[src/rtl/lcd_write_sequencer.sv]
// rtl/lcd_write_sequencer.sv - 4-bit character LCD write sequencer (byte -> two timed nibble strobes)
// Sole driver of the LCD pins; one byte per valid/ready handshake, registered outputs.
module lcd_write_sequencer #(
    parameter int SETUP_CYC      = 2,
    parameter int ENABLE_CYC     = 12,
    parameter int HOLD_CYC       = 1,
    parameter int NIBBLE_GAP_CYC = 50,
    parameter int BYTE_GAP_CYC   = 2000,
    parameter int LONG_GAP_CYC   = 82000,
    parameter int CNT_W          = 17
) (
    input  logic       Clock,
    input  logic       Reset,
    input  logic [7:0] iData,
    input  logic       iRS,
    input  logic       iLongWait,
    input  logic       iValid,
    output logic       oReady,
    output logic       oDone,
    output logic       oLCD_Enabled,
    output logic       oLCD_RegisterSelect,
    output logic       oLCD_StrataFlashControl,
    output logic       oLCD_ReadWrite,
    output logic [3:0] oLCD_Data
);

    typedef enum logic [3:0] {
        IDLE,
        HI_SETUP,
        HI_EN,
        HI_HOLD,
        NIB_GAP,
        LO_SETUP,
        LO_EN,
        LO_HOLD,
        BYTE_GAP
    } state_t;

    localparam logic [CNT_W-1:0] SETUP_LOAD  = CNT_W'(SETUP_CYC - 1);
    localparam logic [CNT_W-1:0] ENABLE_LOAD = CNT_W'(ENABLE_CYC - 1);
    localparam logic [CNT_W-1:0] HOLD_LOAD   = CNT_W'(HOLD_CYC - 1);
    localparam logic [CNT_W-1:0] NGAP_LOAD   = CNT_W'(NIBBLE_GAP_CYC - 1);
    localparam logic [CNT_W-1:0] BGAP_LOAD   = CNT_W'(BYTE_GAP_CYC - 1);
    localparam logic [CNT_W-1:0] LGAP_LOAD   = CNT_W'(LONG_GAP_CYC - 1);

    state_t           state;
    logic [CNT_W-1:0] delayCnt;
    logic [3:0]       loNibble;
    logic             latchedRS;
    logic             latchedLong;
    logic             cntZero;

    assign cntZero                 = (delayCnt == '0);
    assign oLCD_StrataFlashControl = 1'b1;
    assign oLCD_ReadWrite          = 1'b0;

    // Outputs are set on the transition into each state so they are registered
    // and already valid during the first cycle of that state.
    always_ff @(posedge Clock) begin
        if (Reset) begin
            state               <= IDLE;
            delayCnt            <= '0;
            loNibble            <= 4'd0;
            latchedRS           <= 1'b0;
            latchedLong         <= 1'b0;
            oReady              <= 1'b1;
            oDone               <= 1'b0;
            oLCD_Enabled        <= 1'b0;
            oLCD_RegisterSelect <= 1'b0;
            oLCD_Data           <= 4'd0;
        end else begin
            oDone <= 1'b0;
            case (state)
                IDLE: begin
                    if (iValid) begin
                        loNibble            <= iData[3:0];
                        latchedRS           <= iRS;
                        latchedLong         <= iLongWait;
                        oLCD_Data           <= iData[7:4];
                        oLCD_RegisterSelect <= iRS;
                        oReady              <= 1'b0;
                        delayCnt            <= SETUP_LOAD;
                        state               <= HI_SETUP;
                    end
                end
                HI_SETUP: begin
                    if (cntZero) begin
                        oLCD_Enabled <= 1'b1;
                        delayCnt     <= ENABLE_LOAD;
                        state        <= HI_EN;
                    end else begin
                        delayCnt <= delayCnt - 1'b1;
                    end
                end
                HI_EN: begin
                    if (cntZero) begin
                        oLCD_Enabled <= 1'b0;
                        delayCnt     <= HOLD_LOAD;
                        state        <= HI_HOLD;
                    end else begin
                        delayCnt <= delayCnt - 1'b1;
                    end
                end
                HI_HOLD: begin
                    if (cntZero) begin
                        oLCD_Data           <= 4'd0;
                        oLCD_RegisterSelect <= 1'b0;
                        delayCnt            <= NGAP_LOAD;
                        state               <= NIB_GAP;
                    end else begin
                        delayCnt <= delayCnt - 1'b1;
                    end
                end
                NIB_GAP: begin
                    if (cntZero) begin
                        oLCD_Data           <= loNibble;
                        oLCD_RegisterSelect <= latchedRS;
                        delayCnt            <= SETUP_LOAD;
                        state               <= LO_SETUP;
                    end else begin
                        delayCnt <= delayCnt - 1'b1;
                    end
                end
                LO_SETUP: begin
                    if (cntZero) begin
                        oLCD_Enabled <= 1'b1;
                        delayCnt     <= ENABLE_LOAD;
                        state        <= LO_EN;
                    end else begin
                        delayCnt <= delayCnt - 1'b1;
                    end
                end
                LO_EN: begin
                    if (cntZero) begin
                        oLCD_Enabled <= 1'b0;
                        delayCnt     <= HOLD_LOAD;
                        state        <= LO_HOLD;
                    end else begin
                        delayCnt <= delayCnt - 1'b1;
                    end
                end
                LO_HOLD: begin
                    if (cntZero) begin
                        oLCD_Data           <= 4'd0;
                        oLCD_RegisterSelect <= 1'b0;
                        delayCnt            <= latchedLong ? LGAP_LOAD : BGAP_LOAD;
                        state               <= BYTE_GAP;
                    end else begin
                        delayCnt <= delayCnt - 1'b1;
                    end
                end
                BYTE_GAP: begin
                    if (cntZero) begin
                        oReady <= 1'b1;
                        oDone  <= 1'b1;
                        state  <= IDLE;
                    end else begin
                        delayCnt <= delayCnt - 1'b1;
                    end
                end
                default: begin
                    oReady              <= 1'b1;
                    oLCD_Enabled        <= 1'b0;
                    oLCD_RegisterSelect <= 1'b0;
                    oLCD_Data           <= 4'd0;
                    delayCnt            <= '0;
                    state               <= IDLE;
                end
            endcase
        end
    end

endmodule

[config.mk]
export PLATFORM = sky130hd
export DESIGN_NAME = lcd_write_sequencer
export DESIGN_NICKNAME = d
export VERILOG_FILES = /design/src/rtl/lcd_write_sequencer.sv
export SDC_FILE = /design/constraint.sdc
export NUM_CORES = 1
export LEC_CHECK = 0
export ABC_CLOCK_PERIOD_IN_PS = 1800
export BUFFER_PORTS_ARGS = -buffer_cell sky130_fd_sc_hd__clkbuf_2
export CAP_MARGIN = 0
export CORE_UTILIZATION = 53
export CTS_BUF_LIST = sky130_fd_sc_hd__clkbuf_16
export CTS_CLUSTER_DIAMETER = 120
export CTS_CLUSTER_SIZE = 20
export DETAILED_ROUTE_END_ITERATION = 16
export PLACE_DENSITY_LB_ADDON = 0.15
export SLEW_MARGIN = 20
export SYNTH_ARGS = -nofsm -noshare
export SYNTH_HDL_FRONTEND = slang
export SYNTH_SLANG_ARGS = --single-unit
export TNS_END_PERCENT = 10
[constraint.sdc]
create_clock -name Clock -period 1.8 [get_ports Clock]
set_input_delay 0.36 -clock Clock [delete_from_list [all_inputs] [get_ports Clock]]
set_output_delay 0.36 -clock Clock [all_outputs]
set_load 0.05 [all_outputs]
After elaboration in Yosys (flattened, before gate mapping) --
Index checks and enable logic that the tools add are counted.
Storage, ports and cells: flip-flop bits (word level) 35, bits in latches 0, memory bits (writable) 0, ROM bits 0, input port bits 13, output and inout port bits 10, logic and storage cells 82, memories 0
Operators by class: $add $sub $neg 1, multipliers 0, div/mod/pow operators 0, magnitude comparators 0, eq/ne operators 21, shift operators 0, mux-type cells 31, bitwise operators 4, reductions and logical operators 15
Operators by type and width (count):
- $mux W17 | 8
- $pmux W17 S7 | 1
- $mux W4 | 11
- $pmux W4 S9 | 1
- $ne A2 B2 Y1 const B | 10
- $logic_not A17 Y1 | 1
- $sub A17 B1 Y17 const B | 1
- $eq A4 B3 Y1 const B | 4
- $pmux W4 S4 | 1
- $reduce_or A5 Y1 | 2
- $reduce_and A9 Y1 | 1
- $eq A4 B2 Y1 const B | 2
- $reduce_or A2 Y1 | 4
- $reduce_or A7 Y1 | 1
- $mux W1 | 6
- $ne A2 B1 Y1 const B | 3
- $pmux W1 S3 | 2
- $reduce_and A3 Y1 | 2
- $eq A4 B1 Y1 const B | 1
- $eq A4 B4 Y1 const B | 1
- $logic_not A4 Y1 | 1
- $not A1 Y1 | 4
- $pmux W1 S4 | 1
- $reduce_and A2 Y1 | 2
- $reduce_and A4 Y1 | 1

Logic depth before layout (Yosys ltp) --
Gate-level depths: netlist of the first run.
word-level depth 4, gate-level depth with buffers 8, mapped depth without buffers 7

Worst setup path after synthesis of the first run --
No wires, ideal clock.
kind reg2reg, start register delayCnt[0], end register delayCnt[6], library setup time 0.120 ns, arrival 1.826 ns, data required time 1.680 ns, path slack -0.145 ns, cell stages (with the launch flop) 8, buffers on the path 0, path through dfxtp_1 -> inv_1 -> ha_1 -> or3b_2 -> nor3_1 -> xnor2_1 -> o21ai_0 -> a211o_1
Between the ends: longest elaborated chain between the ends 3, elaborated cells between the ends (all ways) 11, those cells by class add/sub: 1; eq/ne: 1; mux: 7; reduce/logical: 2
Ends and longest elaborated chain:
- start: declaration | line 47 | logic [CNT_W-1:0] delayCnt;
- start signal: assignment | line 92 | delayCnt <= delayCnt - 1'b1;
- start signal: assignment | line 101 | delayCnt <= delayCnt - 1'b1;
- start signal: assignment | line 111 | delayCnt <= delayCnt - 1'b1;
- $sub A17 B1 Y17 / $logic_not A17 Y1 (equally long branches)
- $mux W17 (tied with other cells) | line 153 | if (cntZero) begin
- $pmux W17 S7 / $reduce_and A2 Y1 (equally long branches)
Parallel ways exist; a longest one is shown, timed or not. The select of a mux whose other input is x is not followed. A chain may end at the register's enable or synchronous reset.

Worst setup path in the final report of the first run --
start register delayCnt[13], end register delayCnt[3]
Between the ends: longest elaborated chain between the ends 3, elaborated cells between the ends (all ways) 9, those cells by class eq/ne: 1; mux: 6; reduce/logical: 2
Ends and longest elaborated chain:
- $logic_not A17 Y1 (*) | line 53 | assign cntZero = (delayCnt == '0);
- $mux W17 (tied with other cells) | line 143 | if (cntZero) begin
- $pmux W17 S7 / $reduce_and A2 Y1 (equally long branches)
Mark *: on every way between the ends. The rest lies on a longest branch, timed or not.

==> results.toml, run 1 <==
[status]
status = "finished, violations left"
violations = "setup timing"

[finish]
multi_input_area_sq_mm = 0.00151
regArea_sq_um = 708
layoutNonFillerInstCount = 389
drive_gt1_frac = 0.381
fin_area_sq_mm = 0.00298
fillers = 263
syn_to_final_growth_pct = 36.3
final_net_count = 356
n_antenna_cell = 0
utilization = 0.785

[synthesis]
netlist_area_sq_mm = 0.00219
yosys_warnings = 0
async_flop_share = 0
synth-edff-count = 0
yosysTopAreaCellShare = 0.320
ys.flop_type = "dfxtp_1"
yosysTopAreaCell = "dfxtp_1"
synth_area_per_cell_sq_um = 7.98
yosys-top-cells-area = "dfxtp_1 (32%), nand2_1 (4.8%), o21ai_0 (4.6%), a21oi_1 (4.3%), nor2_1 (3.8%)"
seq_area_frac_synth = 0.320
syn-num-nets = 289
netlist_instances = 274
ys_types = 68
ys_ff_latch = 35

[route]
dr_total_vias = 2460
first_pass_iters = 5
ant_nets = 0
routed_wl_um = 6560
drt-initial-drc-count = 329
routedWlPerCell_um = 16.9
drc = 0
viasPerCell = 6.32

[die]
die_area_sq_mm = 0.00439
core_sq_mm = 0.00380
dieHeight_um = 66.2
std_cell_rows = 22
die_x_um = 66.2
ios = 23
initial_core_util = 0.576

[placement]
io_buffers = 20
dpl_cell_area_sq_mm = 0.00265
routabilityCongestion = 0.889
hpwlAfterDp_um = 4230
placed_cells = 377

[global_routing]
gr-usage-met3 = 0.0655
use_met1 = 0.396
grtUsageMet2 = 0.464
grt_pass1_wl_um = 9800
grt_max_degree = 38
grt_usage = 0.297
overflow = 0
busiest_layer = "met2"
antenna_found_initial = 0
grt_pass1_vias = 2162

[sta]
final-hold-violation-count = 0
fmax_ghz = 0.530
maxSlewViolCount = 0
rsz0062_at_grt = "true"
min_period_ns = 1.89
layout_setup_ws_ns = -0.0855
period_share = 1.05
setup_violations = 10
finalClockSkew_ns = 0.00636

[min_path]
hold_class = "input pin to flop"

[clock_tree]
clock_path_buffers = 2
ctsRootBufferMaster = "clkbuf_16"
clkSinkCount = 35
htree_levels = 2
clkTransAtPathRegs_ns = 0.06
insertion_delay_ns = 0.28
numCtsBuffers = 5
cts_tree = "yes"

[run]
cap_violations = 0

[critical_path]
critPathKind = "flop to flop"
startpoint_type = "flop"
required_ns = 1.95
cp_max_fo = 13
end_kind = "flop"
cp.arrival_ns = 2.03
[worst max-delay path: stages (launching register included)]
cell and delay (ns):
dfxtp_1 0.35, nor4_2 0.30, nand2_1 0.19, buf_6 0.21, nor4_1 0.33, buf_4 0.19, a2111o_1 0.11, a221oi_2 0.06
[layout make-up]
class	count	share of cell area
Sequential cell	35	0.238
Multi-Input combinational cell	215	0.505
Clock buffer	5	0.0420
Timing Repair Buffer	79	0.186
Tap cell	48	0.0202
Clock inverter	2	0.00294
Inverter	5	0.00630
[synthesized netlist by cell type, types with 5 or more instances]
master,n
mux2i_1,7
clkbuf_1,8
or3_1,6
nor2_1,22
nand3_1,10
nor3_1,10
nand2_1,28
a21oi_1,19
a31oi_1,8
o21ai_0,20
dfxtp_1,35
inv_1,5
[logic make-up after synthesis]
family	Yosys count	share of synthesized area
xor gates and xnor gates	5	0.0200
DFF	35	0.320
and+or+nand+nor	114	0.288
AOI/OAI and AO/OA	85	0.264
buffers and inverters	24	0.0606
adders and majority gates	2	0.0114
muxes	7	0.0320
other	2	0.00343
[metrics by stage]
step	TNS [ns]	setup slack (ns)	hold slack (ns)
floorplan	-0.0908	-0.0250	0.436
global placement	-0.457	-0.113	0.444
detailed placement	-0.464	-0.0926	0.451
finish	-0.298	-0.0855	0.309
CTS	-0.0412	-0.0156	0.306
global route	-1.62	-0.183	0.313
[placed cells by master, fill, tap and decap left out, types with 4 or more instances in the layout]
master / synthesis / layout
clkbuf_2: 0 / 20
nor3_2: 2 / 4
or3_1: 6 / 6
nand2_1: 28 / 28
mux2i_1: 7 / 7
dfxtp_1: 35 / 29
dfxtp_2: 0 / 6
a21oi_1: 19 / 19
nand3_1: 10 / 10
nor3_1: 10 / 7
a31oi_1: 8 / 7
buf_4: 4 / 56
nor2_1: 22 / 20
o21ai_0: 20 / 17
clkbuf_16: 0 / 5
[state kept, by name, summed over array words and instances, names as in the netlist, 4 cells and up]
signal     flops
delayCnt      17
oLCD_Data      4
loNibble       4
state          4
[per-layer routing]
metal | up-vias | share of wire
met3 | 20 | 0.074
li1 | 1154 | -
met1 | 1152 | 0.42
met4 | 0 | 0.022
met5 | - | 0
met2 | 134 | 0.48
[final timing paths]
path	startpoint	to	slack, ns	cells past startpoint
hold / removal	iData[1]	loNibble[1]	0.31	3
setup / recovery	delayCnt[13]	delayCnt[3]	-0.09	7
setup reg to reg	delayCnt[13]	delayCnt[3]	-0.09	7
hold reg to reg	loNibble[1]	loNibble[1]	0.45	2
[what timing repair did]
action,CTS,global route
pin swaps,8,7
hold buffers,0,0
gates cloned,0,1
setup buffers,3,1
gates resized for setup,16,27
endpoints found under the setup margin,17,25
Power of run 1 is left out: the tool's default activity adds up to more than one toggle a clock period on the data nets, which glitch-free logic cannot reach.
==> run 2: changes to the inputs <==
ABC_AREA = 1   (was not set)
CORE_UTILIZATION = 52   (was 53)
PLACE_DENSITY = 0.75   (was not set)
PLACE_DENSITY_LB_ADDON = not set   (was 0.15)
RECOVER_POWER = 100   (was not set)
==> results.toml, run 2 <==
[status]
status = "completed"

[min_path]
min_path_cells = 3
hold_class = "input pin to flop"
hp-start = "iData[6]"
min_to = "oLCD_Data[2]"

[synthesis]
netlist_area_sq_mm = 0.00208
async_flop_share = 0
seq_area_frac_synth = 0.337
ys_top_cells_by_count = "nand2_1 (76), nor2_1 (41), dfxtp_1 (35)"
ys_ff_latch = 35
netlist_instances = 305
ys.flop_type = "dfxtp_1"
synth_area_per_cell_sq_um = 6.81
ys_types = 39
yosysTopAreaCellShare = 0.337
synth_most_common_cell = "nand2_1"
syn-num-nets = 320
yosysTopAreaCell = "dfxtp_1"
yosys_warnings = 0
synth-edff-count = 0
yosys-top-cells-area = "dfxtp_1 (34%), nand2_1 (14%), nor2_1 (7.4%), a21oi_1 (5.1%), inv_1 (4.3%)"

[clock_tree]
clkTransAtPathRegs_ns = 0.06
insertion_delay_ns = 0.28
numCtsBuffers = 5
htree_levels = 2
clock_path_buffers = 2
clkSinkCount = 35
ctsRootBufferMaster = "clkbuf_16"
cts_tree = "yes"

[finish]
n_antenna_cell = 0
final_net_count = 350
largest-register = "delayCnt"
regArea_sq_um = 703
final_cell_mix = "nand2_1 (72), nor2_1 (41), dfxtp_1 (33), inv_1 (22), a21oi_1 (20)"
syn_to_final_growth_pct = 18.0
drive_gt1_frac = 0.229
final_common_cell = "nand2_1"
multi_input_area_sq_mm = 0.00122
largest_reg_flops = 17
fillers = 334
utilization = 0.654
layoutNonFillerInstCount = 384
fin_area_sq_mm = 0.00245

[global_routing]
gr-usage-met3 = 0.0608
grt_usage = 0.244
overflow = 0
antenna_found_initial = 0
grt_pass1_vias = 1742
use_met1 = 0.308
busiest_layer = "met2"
grt_max_degree = 20
grt_pass1_wl_um = 7830
grtUsageMet2 = 0.385

[sta]
maxSlewViolCount = 0
period_share = 0.954
relSlewSlack = 0.603
worst_hold_slack_ns = 0.327
tightestPinTransition_ns = 0.599
layout_setup_ws_ns = 0.0821
finalClockSkew_ns = 0.00726
min_period_ns = 1.72
fmax_ghz = 0.582
setup_tns_ns = 0
final-hold-violation-count = 0
setup_violations = 0
rsz0062_at_grt = "true"

[route]
first_pass_iters = 4
ant_nets = 0
viasPerCell = 5.13
routed_wl_um = 4700
drt-initial-drc-count = 112
dr_total_vias = 1968
routedWlPerCell_um = 12.3
drc = 0

[critical_path]
crit_top_cell = "nand2_2"
critical_path.slowest_cell = "dfxtp_2"
reg2reg_to = "delayCnt[3]"
slowest_delay_ns = 0.33
r2r_cells = 14
required_ns = 1.97
cp_cell_sequence = "inv_2 -> ha_4 -> inv_2 -> nor2_1 -> nand2_1 -> nor2_1 -> nand2_2 -> buf_12 -> a21oi_4 -> nand2_2 -> nand2_2 -> nand2_2 -> nand2_1 -> a21oi_2"
regToRegSetupSlack_ns = 0.08
r2r_start = "delayCnt[1]"
end_kind = "flop"
startpoint_type = "flop"
critPathKind = "flop to flop"
cp_max_fo = 5
crit_family = "simple AND/OR/NAND/NOR gates"
crit_buf_inv = 3
cp.arrival_ns = 1.88

[power]
leakage_nw = 1.12
powerDensity_mw_per_mm2 = 2170
p_total_mw = 5.30
max-vdd-ir-drop_uv = 1040

[placement]
io_buffers = 20
place_ws_ns = 0.114
dpl_cell_area_sq_mm = 0.00225
routabilityCongestion = 0.877
placed_cells = 373
hpwlAfterDp_um = 3350

[die]
dieHeight_um = 65.2
initial_core_util = 0.555
core_sq_mm = 0.00374
die_x_um = 65.2
ios = 23
std_cell_rows = 22
die_area_sq_mm = 0.00425

[run]
cap_violations = 0
run 2: cell count changes in the layout (fill, tap and decap cells not counted), moves of 5 or more:
cell	change
clkbuf_2	-8
nor3_1	-6
nor2_1	+21
nand2_2	+11
clkbuf_1	+8
mux2i_1	-7
o21ai_0	-5
buf_4	-48
inv_1	+19
or3_1	-6
inv_2	+6
nand2_1	+44
nand3_1	+5
run 2: worst reg2reg max path, stage by stage (launching register included):
cell	delay, ns
dfxtp_2	0.33
inv_2	0.07
ha_4	0.12
inv_2	0.02
nor2_1	0.08
nand2_1	0.05
nor2_1	0.12
nand2_2	0.14
buf_12	0.17
a21oi_4	0.17
nand2_2	0.08
nand2_2	0.07
nand2_2	0.05
nand2_1	0.08
a21oi_2	0.05
run 2: cell type report:
class,instances,share of cell area
multi-input combinational,229,0.499
sequential,35,0.287
timing repair buffer,30,0.0741
inverter,33,0.0541
clock buffer,5,0.0511
tap,48,0.0245
clock inverter,3,0.00664
timing repair inverter,1,0.00306
run 2: how the worst max path moves through the flow:
stage	depth (start not counted)	slack, ns	to	from
final	14	0.08	delayCnt[3]	delayCnt[1]
after floorplan	14	0.21	delayCnt[3]	delayCnt[0]
after CTS	15	0.10	delayCnt[12]	delayCnt[1]
after global routing	14	-0.05	delayCnt[1]	delayCnt[1]
after detailed placement	15	0.11	delayCnt[12]	delayCnt[1]
after global placement	15	0.13	delayCnt[12]	delayCnt[1]
run 2: where the power goes:
part / total (mW) / internal [mW] / switching, mW / leakage, nW
Combinational: 3.28 / 1.18 / 2.10 / 0.761
Sequential: 1.19 / 1.01 / 0.180 / 0.288
Clock: 0.837 / 0.505 / 0.332 / 0.0710
Total: 5.30 / 2.69 / 2.61 / 1.12
run 2: repair_timing:
item | in CTS | in global routing
buffers inserted | 0 | 2
hold endpoints to repair | 0 | 0
hold buffers | 0 | 0
resized for setup | 0 | 16
endpoints found under the setup margin | 0 | 14
run 2: cell families after synthesis:
kind of cell / synth area share
other cells: 0.00362
compound gates: 0.170
simple gates: 0.344
xor+xnor: 0.0422
flops: 0.337
fa+ha+maj: 0.0120
buf+inv: 0.0904
run 2: routing by layer:
metal / wire length [um] / part of all wire
met4: 119 / 0.025
met2: 2200 / 0.47
met5: 0 / 0
met1: 2220 / 0.47
met3: 163 / 0.035
No activity file was read; power rests on OpenSTA's default activity.
==> run 3: changes to the inputs <==
ABC_AREA = 0   (was 1)
CORE_UTILIZATION = 53   (was 52)
CTS_CLUSTER_DIAMETER = 80   (was 120)
PLACE_DENSITY = 0.76   (was 0.75)
==> results.toml, run 3 (synthesis gave the netlist of run 1 again) <==
[sta]
rsz0062_at_grt = "true"
maxSlewViolCount = 0
relSlewSlack = 0.597
period_share = 1.07
fmax_ghz = 0.520
layout_setup_ws_ns = -0.123
min_period_ns = 1.92
tightestPinTransition_ns = 0.606
finalClockSkew_ns = 0.00878
final-hold-violation-count = 0
setup_violations = 17
worst_hold_slack_ns = 0.299

[die]
dieHeight_um = 66.2
initial_core_util = 0.576
die_area_sq_mm = 0.00439
core_sq_mm = 0.00380
ios = 23
std_cell_rows = 22
die_x_um = 66.2

[finish]
syn_to_final_growth_pct = 41.2
n_antenna_cell = 0
final_common_cell = "buf_4"
largest-register = "delayCnt"
largest_reg_flops = 17
final_net_count = 360
final_cell_mix = "buf_4 (54), dfxtp_1 (30), nand2_1 (27), nor2_1 (20), a21oi_1 (19)"
drive_gt1_frac = 0.384

[critical_path]
required_ns = 1.97
cp_cell_sequence = "or4_4 -> or3_4 -> a22oi_2 -> o21ai_1 -> a31oi_1"
critPathKind = "flop to flop"
end_kind = "flop"
cp_max_fo = 5
critical_path.slowest_cell = "or4_4"
slowest_delay_ns = 0.59
startpoint_type = "flop"
crit_buf_inv = 0
crit_family = "simple AND/OR/NAND/NOR gates"
cp.arrival_ns = 2.09

[route]
routed_wl_um = 7340
ant_nets = 0
first_pass_iters = 6
drt-initial-drc-count = 407
routedWlPerCell_um = 18.6
drc = 0
viasPerCell = 6.49
dr_total_vias = 2558

[clock_tree]
clock_path_buffers = 2
numCtsBuffers = 5
clkTransAtPathRegs_ns = 0.06
htree_levels = 2
cts_tree = "yes"
postCtsHoldBufs = 0
insertion_delay_ns = 0.29
ctsRootBufferMaster = "clkbuf_16"
clkSinkCount = 35

[placement]
routabilityCongestion = 0.877
io_buffers = 20
hpwlAfterDp_um = 4330

[run]
cap_violations = 0

[global_routing]
grt_pass1_vias = 2399
grt_pass1_wl_um = 11300
grt_usage = 0.343
overflow = 0
grt_max_degree = 38
antenna_found_initial = 0

[status]
violations = "setup timing"
status = "finished, violations left"

[min_path]
hold_class = "input pin to flop"
[run 3: worst paths after layout]
check	from	slack, ns	endpoint	depth (start not counted)
setup reg to reg	delayCnt[0]	-0.12	delayCnt[5]	5
hold / removal	iData[3]	0.30	loNibble[3]	3
setup / recovery	delayCnt[0]	-0.12	delayCnt[5]	5
hold reg to reg	loNibble[2]	0.46	loNibble[2]	2
[run 3: cell type report]
| class | instances | area (sq um) |
|---|---|---|
| clock buffers | 5 | 125 |
| clock inverters | 3 | 12.5 |
| fillers | 209 | 709 |
| inverters | 5 | 18.8 |
| multi-input cells | 215 | 1560 |
| flip-flops and latches | 35 | 707 |
| well taps | 48 | 60.1 |
| repair buffers | 83 | 606 |
[run 3: per-stage QoR]
| stage | setup TNS [ns] | cells | area (sq um) | setup WS [ns] | util |
|---|---|---|---|---|---|
| after CTS | -0.242 | 392 | 3000 | -0.0744 | 0.790 |
| after detailed placement | -1.32 | 381 | 2690 | -0.131 | 0.708 |
| after floorplan | -0.0908 | 274 | 2200 | -0.0250 | - |
| after global routing | -2.14 | 394 | 3090 | -0.148 | 0.813 |
| after global placement | -0.582 | 381 | 2690 | -0.0890 | 0.708 |
| final | -0.686 | 394 | 3090 | -0.123 | 0.813 |
[run 3: worst reg2reg max path, stage by stage, from the launching register on]
cell and delay [ns]:
dfxtp_2 0.34, or4_4 0.59, or3_4 0.36, a22oi_2 0.15, o21ai_1 0.10, a31oi_1 0.27
[run 3: timing repair]
item / 4_1_cts / 5_1_grt
resized for setup: 35 / 23
pin swaps: 15 / 14
setup endpoints to repair: 22 / 27
buffers inserted: 3 / 2
hold endpoints to repair: 0 / 0
[run 3: routing by layer]
layer | vias to the layer above | part of all wire | GRT usage
met5 | - | 0 | 0
met4 | 0 | 0.051 | 0.197
met3 | 54 | 0.085 | 0.0621
met2 | 175 | 0.46 | 0.566
met1 | 1166 | 0.40 | 0.414
li1 | 1163 | - | -
Power of run 3 is left out for the same reason.
